==> src/rtl/eu_event_collector.sv <==
// eu_event_collector: counts cycles with eu high and hands each batch
// to a consumer over a dav_/rfd handshake, then restarts from zero.
// Optional feature macro: COLLECTOR_OVF_EN. When it is defined, the
// accumulator saturates and the ovf output flags saturated batches.
// When it is undefined, the accumulator wraps and there is no ovf port.
module eu_event_collector #(
  parameter int W         = 8,
  parameter int MIN_BATCH = 1
) (
  input  logic         clock,
  input  logic         reset_,
  input  logic         eu,
  input  logic         rfd,
  output logic         dav_,
  output logic [W-1:0] data
`ifdef COLLECTOR_OVF_EN
  ,
  output logic         ovf
`endif
);

  typedef enum logic [1:0] {
    S_IDLE    = 2'b00,
    S_OFFER   = 2'b01,
    S_RELEASE = 2'b10
  } state_t;

  localparam logic [W-1:0] MIN_W = W'(MIN_BATCH);

  state_t         state_q;
  logic [W-1:0]   acc_q;
  logic [W-1:0]   data_q;
  logic           dav_q;
  logic [W-1:0]   acc_d;
  logic           snap_d;

`ifdef COLLECTOR_OVF_EN
  logic           sat_q;
  logic           ovf_q;
  logic           sat_hit_d;

  // Saturating accumulate; flag an event that arrives at full scale.
  always_comb begin
    sat_hit_d = (&acc_q) & eu;
    acc_d     = (&acc_q) ? acc_q : acc_q + W'(eu);
  end
`else
  // Wrapping accumulate.
  always_comb begin
    acc_d = acc_q + W'(eu);
  end
`endif

  // Snapshot when idle, consumer ready and the batch is large enough.
  // A wrapped-to-zero batch is never offered.
  always_comb begin
    snap_d = (state_q == S_IDLE) && rfd && (acc_q >= MIN_W);
`ifndef COLLECTOR_OVF_EN
    if (acc_d == '0) begin
      snap_d = 1'b0;
    end
`endif
  end

  // Accumulator, handshake FSM and registered outputs.
  always_ff @(posedge clock) begin
    if (!reset_) begin
      state_q <= S_IDLE;
      acc_q   <= '0;
      data_q  <= '0;
      dav_q   <= 1'b1;
`ifdef COLLECTOR_OVF_EN
      sat_q   <= 1'b0;
      ovf_q   <= 1'b0;
`endif
    end else begin
      // Default: keep counting; the snapshot edge overrides acc and sat below
      // so the event seen at that edge goes into the batch, not the next one.
      acc_q <= acc_d;
`ifdef COLLECTOR_OVF_EN
      if (sat_hit_d) begin
        sat_q <= 1'b1;
      end
`endif
      case (state_q)
        S_IDLE: begin
          dav_q <= 1'b1;
          if (snap_d) begin
            data_q  <= acc_d;
            acc_q   <= '0;
            dav_q   <= 1'b0;
            state_q <= S_OFFER;
`ifdef COLLECTOR_OVF_EN
            ovf_q   <= sat_q | sat_hit_d;
            sat_q   <= 1'b0;
`endif
          end
        end
        S_OFFER: begin
          if (!rfd) begin
            dav_q   <= 1'b1;
            state_q <= S_RELEASE;
          end
        end
        S_RELEASE: begin
          if (rfd) begin
            state_q <= S_IDLE;
          end
        end
        default: begin
          dav_q   <= 1'b1;
          state_q <= S_IDLE;
        end
      endcase
    end
  end

  assign dav_ = dav_q;
  assign data = data_q;
`ifdef COLLECTOR_OVF_EN
  assign ovf  = ovf_q;
`endif

endmodule

==> config.mk <==
export PLATFORM = sky130hd
export DESIGN_NAME = eu_event_collector
export DESIGN_NICKNAME = d
export VERILOG_FILES = /design/src/rtl/eu_event_collector.sv
export SDC_FILE = /design/constraint.sdc
export NUM_CORES = 1
export LEC_CHECK = 0
export CORE_MARGIN = 2
export CORE_UTILIZATION = 55
export CTS_BUF_LIST = sky130_fd_sc_hd__clkbuf_4
export DETAILED_ROUTE_END_ITERATION = 8
export GPL_ROUTABILITY_DRIVEN = 0
export PLACE_DENSITY = 0.8
export SYNTH_ARGS = -nofsm -noshare
export SYNTH_HDL_FRONTEND = slang
export SYNTH_SLANG_ARGS = --single-unit
==> constraint.sdc <==
create_clock -name clock -period 2.8 [get_ports clock]
set_input_delay 0.28 -clock clock [delete_from_list [all_inputs] [get_ports clock]]
set_output_delay 0.28 -clock clock [all_outputs]
set_load 0.05 [all_outputs]
==> flow_summary_export.csv <==
group,metric,value,unit
yosys,synth_edf_count,0,
die,dieWidth,44.8,µm
timing,slew_headroom,31.7,%
worst_setup_path,worstPathMaxFanout,9,
die,rows,14,
global_routing,grt_pass1_vias,758,
pwr,power.net_switching,187,µW
clock_tree,post_cts_resized,0,
yosys,ys_warn_count,0,
worst_setup_path,path_class,"input port to flip-flop",
run,maxCapViolCount,0,
drt,wirelength,1900,µm
layout,final_cells,138,
yosys,async_reset_ff_share,0,%
clock_tree,root_buffer,"clkbuf_4",
timing,setup_violations,0,
layout,fin_util,71.3,%
yosys,synth_top_family_by_area,"simple AND/OR/NAND/NOR gates",
yosys,synth_top_area_cell,"dfxtp_1",
placement,hpwl,1430,µm
timing,fin_crit_sh,87.9,%
yosys,synth-main-ff-cell,"dfxtp_1",
global_routing,grt_max_degree,17,
drt,drc,0,
worst_setup_path,end_kind,"flip-flop",
worst_setup_path,crit_start,"eu",
yosys,synth_xor_area_share,6.70,%
pwr,seq_power_share,49.9,%
clock_tree,cts.sinks,19,
pwr,clock_power_share,26.0,%
yosys,ys_seq_elements,19,
worst_setup_path,arrival,2.69,ns
yosys,yosys.area.top_type_share,41.6,%
global_routing,antenna_found_initial,0,
worst_setup_path,cp_data_required_time,3.03,ns
pwr,vdd_drop_max,0.000378,V
layout,antenna_cells,0,
yosys,synth-simple-area-share,25.0,%
global_routing,overflow,0,
placement,post-place-cells,134,
worst_setup_path,r2r-start,"acc_q[0]",
timing,max_freq,406,MHz
clock_tree,hold_buffers,0,
drt,drt_iter0_drc,18,
global_routing,grt_pass1_wl,3310,µm
die,core-area,1540,µm²
clock_tree,clk_path_buf_depth,2,
worst_setup_path,startpoint_type,"input port",
yosys,synth_compound_area_share,21.5,%
yosys,synthTopCellsByArea,"dfxtp_1 42%, a211oi_1 5.7%, xnor2_1 5.7%",
timing,skew,0.00448,ns
clock_tree,insertion_delay,0.31,ns
yosys,synth_nets,111,
yosys,syn_avg_cell_area,8.71,µm²
yosys,synthAdderAreaFrac,2.74,%
pwr,power_frac_comb,24.1,%
drt,drtPass1Iterations,4,
placement,io_buffers,12,
drt,via_per_inst,5.88,
yosys,netlist_area,915,µm²
timing,finalMaxSlewViolations,0,
drt,wl_per_cell,13.8,µm
timing,period_needed,2.46,ns
timing,fin_setup_tns,0,ns
drt,drtAntennaViolNets,0,
layout,nets,129,
pwr,power.internal,404,µW
timing,hold_ws,0.468,ns
layout,syn2layout_area_growth,20.2,%
worst_hold_path,hold_class,"flip-flop to flip-flop",
global_routing,track_usage,22.6,%
die,initial_utilization,59.3,%
timing,tightest_slew,1.02,ns
die,io-pin-count,13,
timing,rsz0062_at_grt,"false",
yosys,yosysMostFrequentCell,"dfxtp_1",
layout,drive_above_1_share,9.84,%
clock_tree,cts_htree_levels,1,
yosys,synthMuxAreaShare,0,%
pwr,p_sw_share,31.6,%
timing,final-hold-violation-count,0,
clock_tree,cts_buffers,3,
yosys,yosysSeqAreaShare,41.6,%
drt,vias,812,
yosys,synth_commonest_cells,"19 x dfxtp_1, 13 x nand2_1, 10 x nor2_1",
pwr,p_leak,0.000389,µW
yosys,syn_inst,105,
die,die_area,2010,µm²
clock_tree,clk_pin_slew,0.11,ns
pwr,p_per_area,538,nW/µm²
clock_tree,cts_tree,"built",
clock_tree,postCtsSetupBuffers,0,
worst_hold_path,hold_start,"data[4]",
die,die_y,44.8,µm
status,run_status,"finished clean",
yosys,synth_cell_types,32,
==> cell families (layout without fill, tap and decap cells) <==
kind of cell / Yosys count / in the layout
compound gates: 26 / 26
simple gates: 45 / 45
buf+inv: 6 / 23
flops: 19 / 19
xor+xnor: 7 / 7
fa+ha+maj: 2 / 2
==> layout make-up <==
type,count,area (µm²)
Multi-Input combinational cell,80,512
Fill cell,128,442
Sequential cell,19,380
Timing Repair Buffer,15,143
Clock buffer,4,30.0
Tap cell,16,20.0
Inverter,4,15.0
==> flip-flops by register name, summed over array words and instances (netlist names) <==
register and flops:
state_q 2, dav_ 1, acc_q 8, data 8
==> cell usage in the layout, fill, tap and decap left out <==
cell type        Yosys  layout
nor2_1              10      10
ha_1                 2       2
xnor2_1              6       6
nor3b_1              1       1
or4_1                1       1
nand3_1              8       8
nor4_1               1       1
or4_4                1       1
o2111ai_1            1       1
o31ai_2              1       1
nand2_1             13      13
o21a_1               3       3
o211ai_1             2       2
a211oi_1             7       7
and4_1               1       1
o21ai_1              1       1
dfxtp_1             19      19
a211oi_4             1       1
clkdlybuf4s50_1      0      12
o31ai_1              1       1
and3_1               3       3
or3_4                1       1
nand3b_1             1       1
a21o_2               1       1
inv_1                4       4
nand2b_1             1       1
o21ai_0              1       1
a21oi_1              6       6
o31a_1               1       1
nor3_1               1       1
and2_1               2       2
clkbuf_4             0       4
buf_4                0       3
xor2_1               1       1
==> critical path, cell delays in order <==
cell and delay [ns]:
clkdlybuf4s50_1 0.41, ha_1 0.26, ha_1 0.34, or4_4 0.55
a211oi_4 0.45, a211oi_1 0.14, a211oi_1 0.26
==> metrics by stage <==
stage | total power (µW) | setup slack (ns) | instance area [µm²]
2_1_floorplan | 404 | 0.658 | 915
3_3_place_gp | 440 | 0.0794 | 1070
3_5_place_dp | 443 | 0.0359 | 1070
4_1_cts | 592 | 0.351 | 1100
5_1_grt | 614 | 0.227 | 1100
6_report | 591 | 0.338 | 1100
==> power groups by stage <==
stage                     clock, µW  combinational, µW  sequential (µW)
after floorplan                   0               71.6              332
final                           154                142              295
after global placement            0                139              301
after global routing            164                153              298
after detailed placement          0                141              301
after CTS                       155                142              295
==> worst paths after layout <==
path             end  slack, ns  depth (start not counted)
max          data[2]       0.34                          7
min          data[4]       0.47                          2
min reg2reg  data[4]       0.47                          2
max reg2reg  data[2]       0.41                          6
==> routing by layer <==
metal	wire (µm)	GRT usage, %	up-vias
met5	0	0	-
met4	27	8.82	0
met3	63	3.60	2
met2	854	34.2	21
met1	956	32.3	377
li1	-	-	412
Power figures use the tool's default switching activity.
==> edit, RTL diff (same flow settings) <==
The parameter `W` goes from 8 to 10.
--- a/src/rtl/eu_event_collector.sv
+++ b/src/rtl/eu_event_collector.sv
@@ -5,5 +5,5 @@
 // When it is undefined, the accumulator wraps and there is no ovf port.
 module eu_event_collector #(
-  parameter int W         = 8,
+  parameter int W         = 10,
   parameter int MIN_BATCH = 1
 ) (
Ports: changed (resized data); port bits go from 13 to 15. The function was not compared with the original's and may differ.
==> edit against the original RTL <==
- final area increased by 36%
- area after synthesis increased by 41%
- worst setup slack improved by 0.065 ns
- fmax increased by 2.7%
- register-to-register slack improved by 0.07 ns
- clock skew increased by 0.010 ns
- routed wire length increased by 49%
- final cell count increased by 36%
- clock power about the same
- sequential cell count increased by 4
- die area increased by 37%
- total power increased by 12%
- critical endpoint is now data[3]
- largest power group unchanged
==> edit: results (changes against the original RTL) <==
* Final Skew at 0.0145 ns (was 0.00448 ns)
* Leak at 0.535 nW (was 0.389 nW)
* Worst EP arrival at 2.62 ns (was 2.69 ns)
* All-Layer GR Usage at 24.0% (was 22.6%)
* Largest net degree at the start of global routing at 23 (was 17)
* DP Worst Slack at 0.0814 ns (was 0.0359 ns)
* Placed cell area at 1470 um^2 (was 1070 um^2)
* H-tree depth at 1 (unchanged)
* # resized after CTS at 0 (unchanged)
* Layout fillers at 196 (was 128)
* Mapped Nets at 151 (was 111)
* Number of global-route vias before repair at 1076 (was 758)
* Reg2Reg Depth at 8 (was 6)
* Layout cells sized above 1 at 15.7% (was 9.84%)
* Critical path endpoint category: register (unchanged)
* Post-synth ARST share at 0% (unchanged)
* Yosys cell types at 50 (was 32)
* First-pass GRT wire length at 4910 um (was 3310 um)
* Postcts setup bufs at 0 (unchanged)
* Via density at 6.07 (was 5.88)
* PortBufs at 14 (was 12)
* CTS buffer count at 3 (unchanged)
* Fin nets at 166 (was 129)
* Worst Hold Class: register to register (unchanged)
* Synth warn at 0 (unchanged)
* Crit-path max FO at 12 (was 9)
* Worst-path clk slew at 0.11 ns (about the same)
* Worst Setup SP: eu (unchanged)
* Status: complete, no violations (unchanged)
* Post-synthesis adder-cell area fraction at 1.94% (was 2.74%)
* Initial antenna violation count at 0 (unchanged)
* CTS Root Cell: clkbuf_4 (unchanged)
* DR iter-0 viols at 46 (was 18)
* Worst VDD drop at 0.000288 V (was 0.000378 V)
* Diode count at 0 (unchanged)
* Worst setup SP type: input port (unchanged)
* RR Endpoint: data[3] (was data[2])
* Mux cell area share after synthesis at 2.81% (was 0%)
* TritonRoute pass-1 iters at 4 (unchanged)
* Clock Latency Late Sink at 0.32 ns
* DP HPWL at 2120 um (was 1430 um)
* Critical path's largest stage delay at 0.40 ns (was 0.55 ns)
* Crit path max-delay family: simple AND/OR/NAND/NOR gates (was compound AO/OA/AOI/OAI gates)
* Mean routed wirelength per cell at 15.2 um (was 13.8 um)
* Reg2reg setup slack at 0.48 ns (was 0.41 ns)
* Max transition margin at 65.8% (was 31.7%)
* Compound-Gate Fraction of Synth Area at 22.0% (was 21.5%)
* Reg2reg start: acc_q[0] (unchanged)
* Post-route setup slack at 0.403 ns (was 0.338 ns)
* Synth Area in XOR/XNOR at 4.07% (was 6.70%)
* Slowest cell on crit path: clkdlybuf4s50_1 (was or4_4)
* Maximum clock path buffer count at 2 (unchanged)
* Worst slew pin tran at 0.511 ns (was 1.02 ns)
* Most area-consuming cells after synthesis: dfxtp_1, o211ai_1, a21oi_1 (was dfxtp_1, a211oi_1, xnor2_1)
* Synth cell count leaders: dfxtp_1, nand2_1, a21oi_1 (was dfxtp_1, nand2_1, nor2_1, nand3_1, a211oi_1)
* Seq/Total Area, Yosys at 35.7% (was 41.6%)
==> edit: cell types whose count changed after synthesis, sizes merged, moves of 3 or more <==
cell    unedited run  this run
nor2              10         7
a211oi             8         4
a21oi              6        10
nand4              0         3
buf                0         4
a31oi              0         3
dfxtp             19        23
nor3               1         8
o211ai             2        10
==> edit: cells by family (layout without fill, tap and decap cells) <==
family | after synthesis | count (layout)
XOR/XNOR | 6 | 6
multiplexers | 3 | 3
buffers and inverters | 13 | 27
AO/OA/AOI/OAI | 39 | 39
adder cells (fa/ha/maj) | 2 | 2
AND/OR/NAND/NOR | 59 | 59
flip-flops | 23 | 23
==> edit: layer usage <==
metal  vias to the layer above  track usage (%)  wire length, um
met1                       528             31.1             1300
met4                         0             10.3               48
met5                         -                0                0
li1                        578                -                -
met2                        25             40.0             1380
met3                         5             2.86              104
==> edit: how the worst min path moves through the flow <==
stage | from | endpoint | cells past startpoint
final | data[3] | data[3] | 2
after global routing | data[3] | data[3] | 2
after CTS | data[9] | data[9] | 2
after detailed placement | data[9] | data[9] | 2
after global placement | data[3] | data[3] | 2
after floorplan | rfd | state_q[1] | 1
==> edit: tightest hold or removal path: stages, from the launching register on <==
cell	delay, ns
dfxtp_1	0.33
nor2_1	0.09
a311oi_1	0.05
==> edit: cell type report <==
cell class	count	area (um^2)	share of cell area, %
multi-input combinational	109	769	51.5
sequential	23	460	30.8
timing repair buffer	18	183	12.2
tap	28	35.0	2.35
clock buffer	3	22.5	1.51
inverter	5	18.8	1.26
clock inverter	1	5.00	0.335
==> edit: stage by stage <==
| stage | utilization [%] | std cells | hold slack [ns] |
|---|---|---|---|
| 4_1_cts | 67.5 | 187 | 0.515 |
| 6_report | 67.5 | 187 | 0.510 |
| 5_1_grt | 67.5 | 187 | 0.534 |
| 2_1_floorplan | - | 145 | 0.357 |
| 3_3_place_gp | 66.3 | 183 | 0.487 |
| 3_5_place_dp | 66.3 | 183 | 0.499 |
==> edit: power by group <==
group	internal [mW]	total [mW]	switching [mW]
sequential	0.338	0.347	0.00936
clock	0.0535	0.154	0.101
combinational	0.0625	0.163	0.100
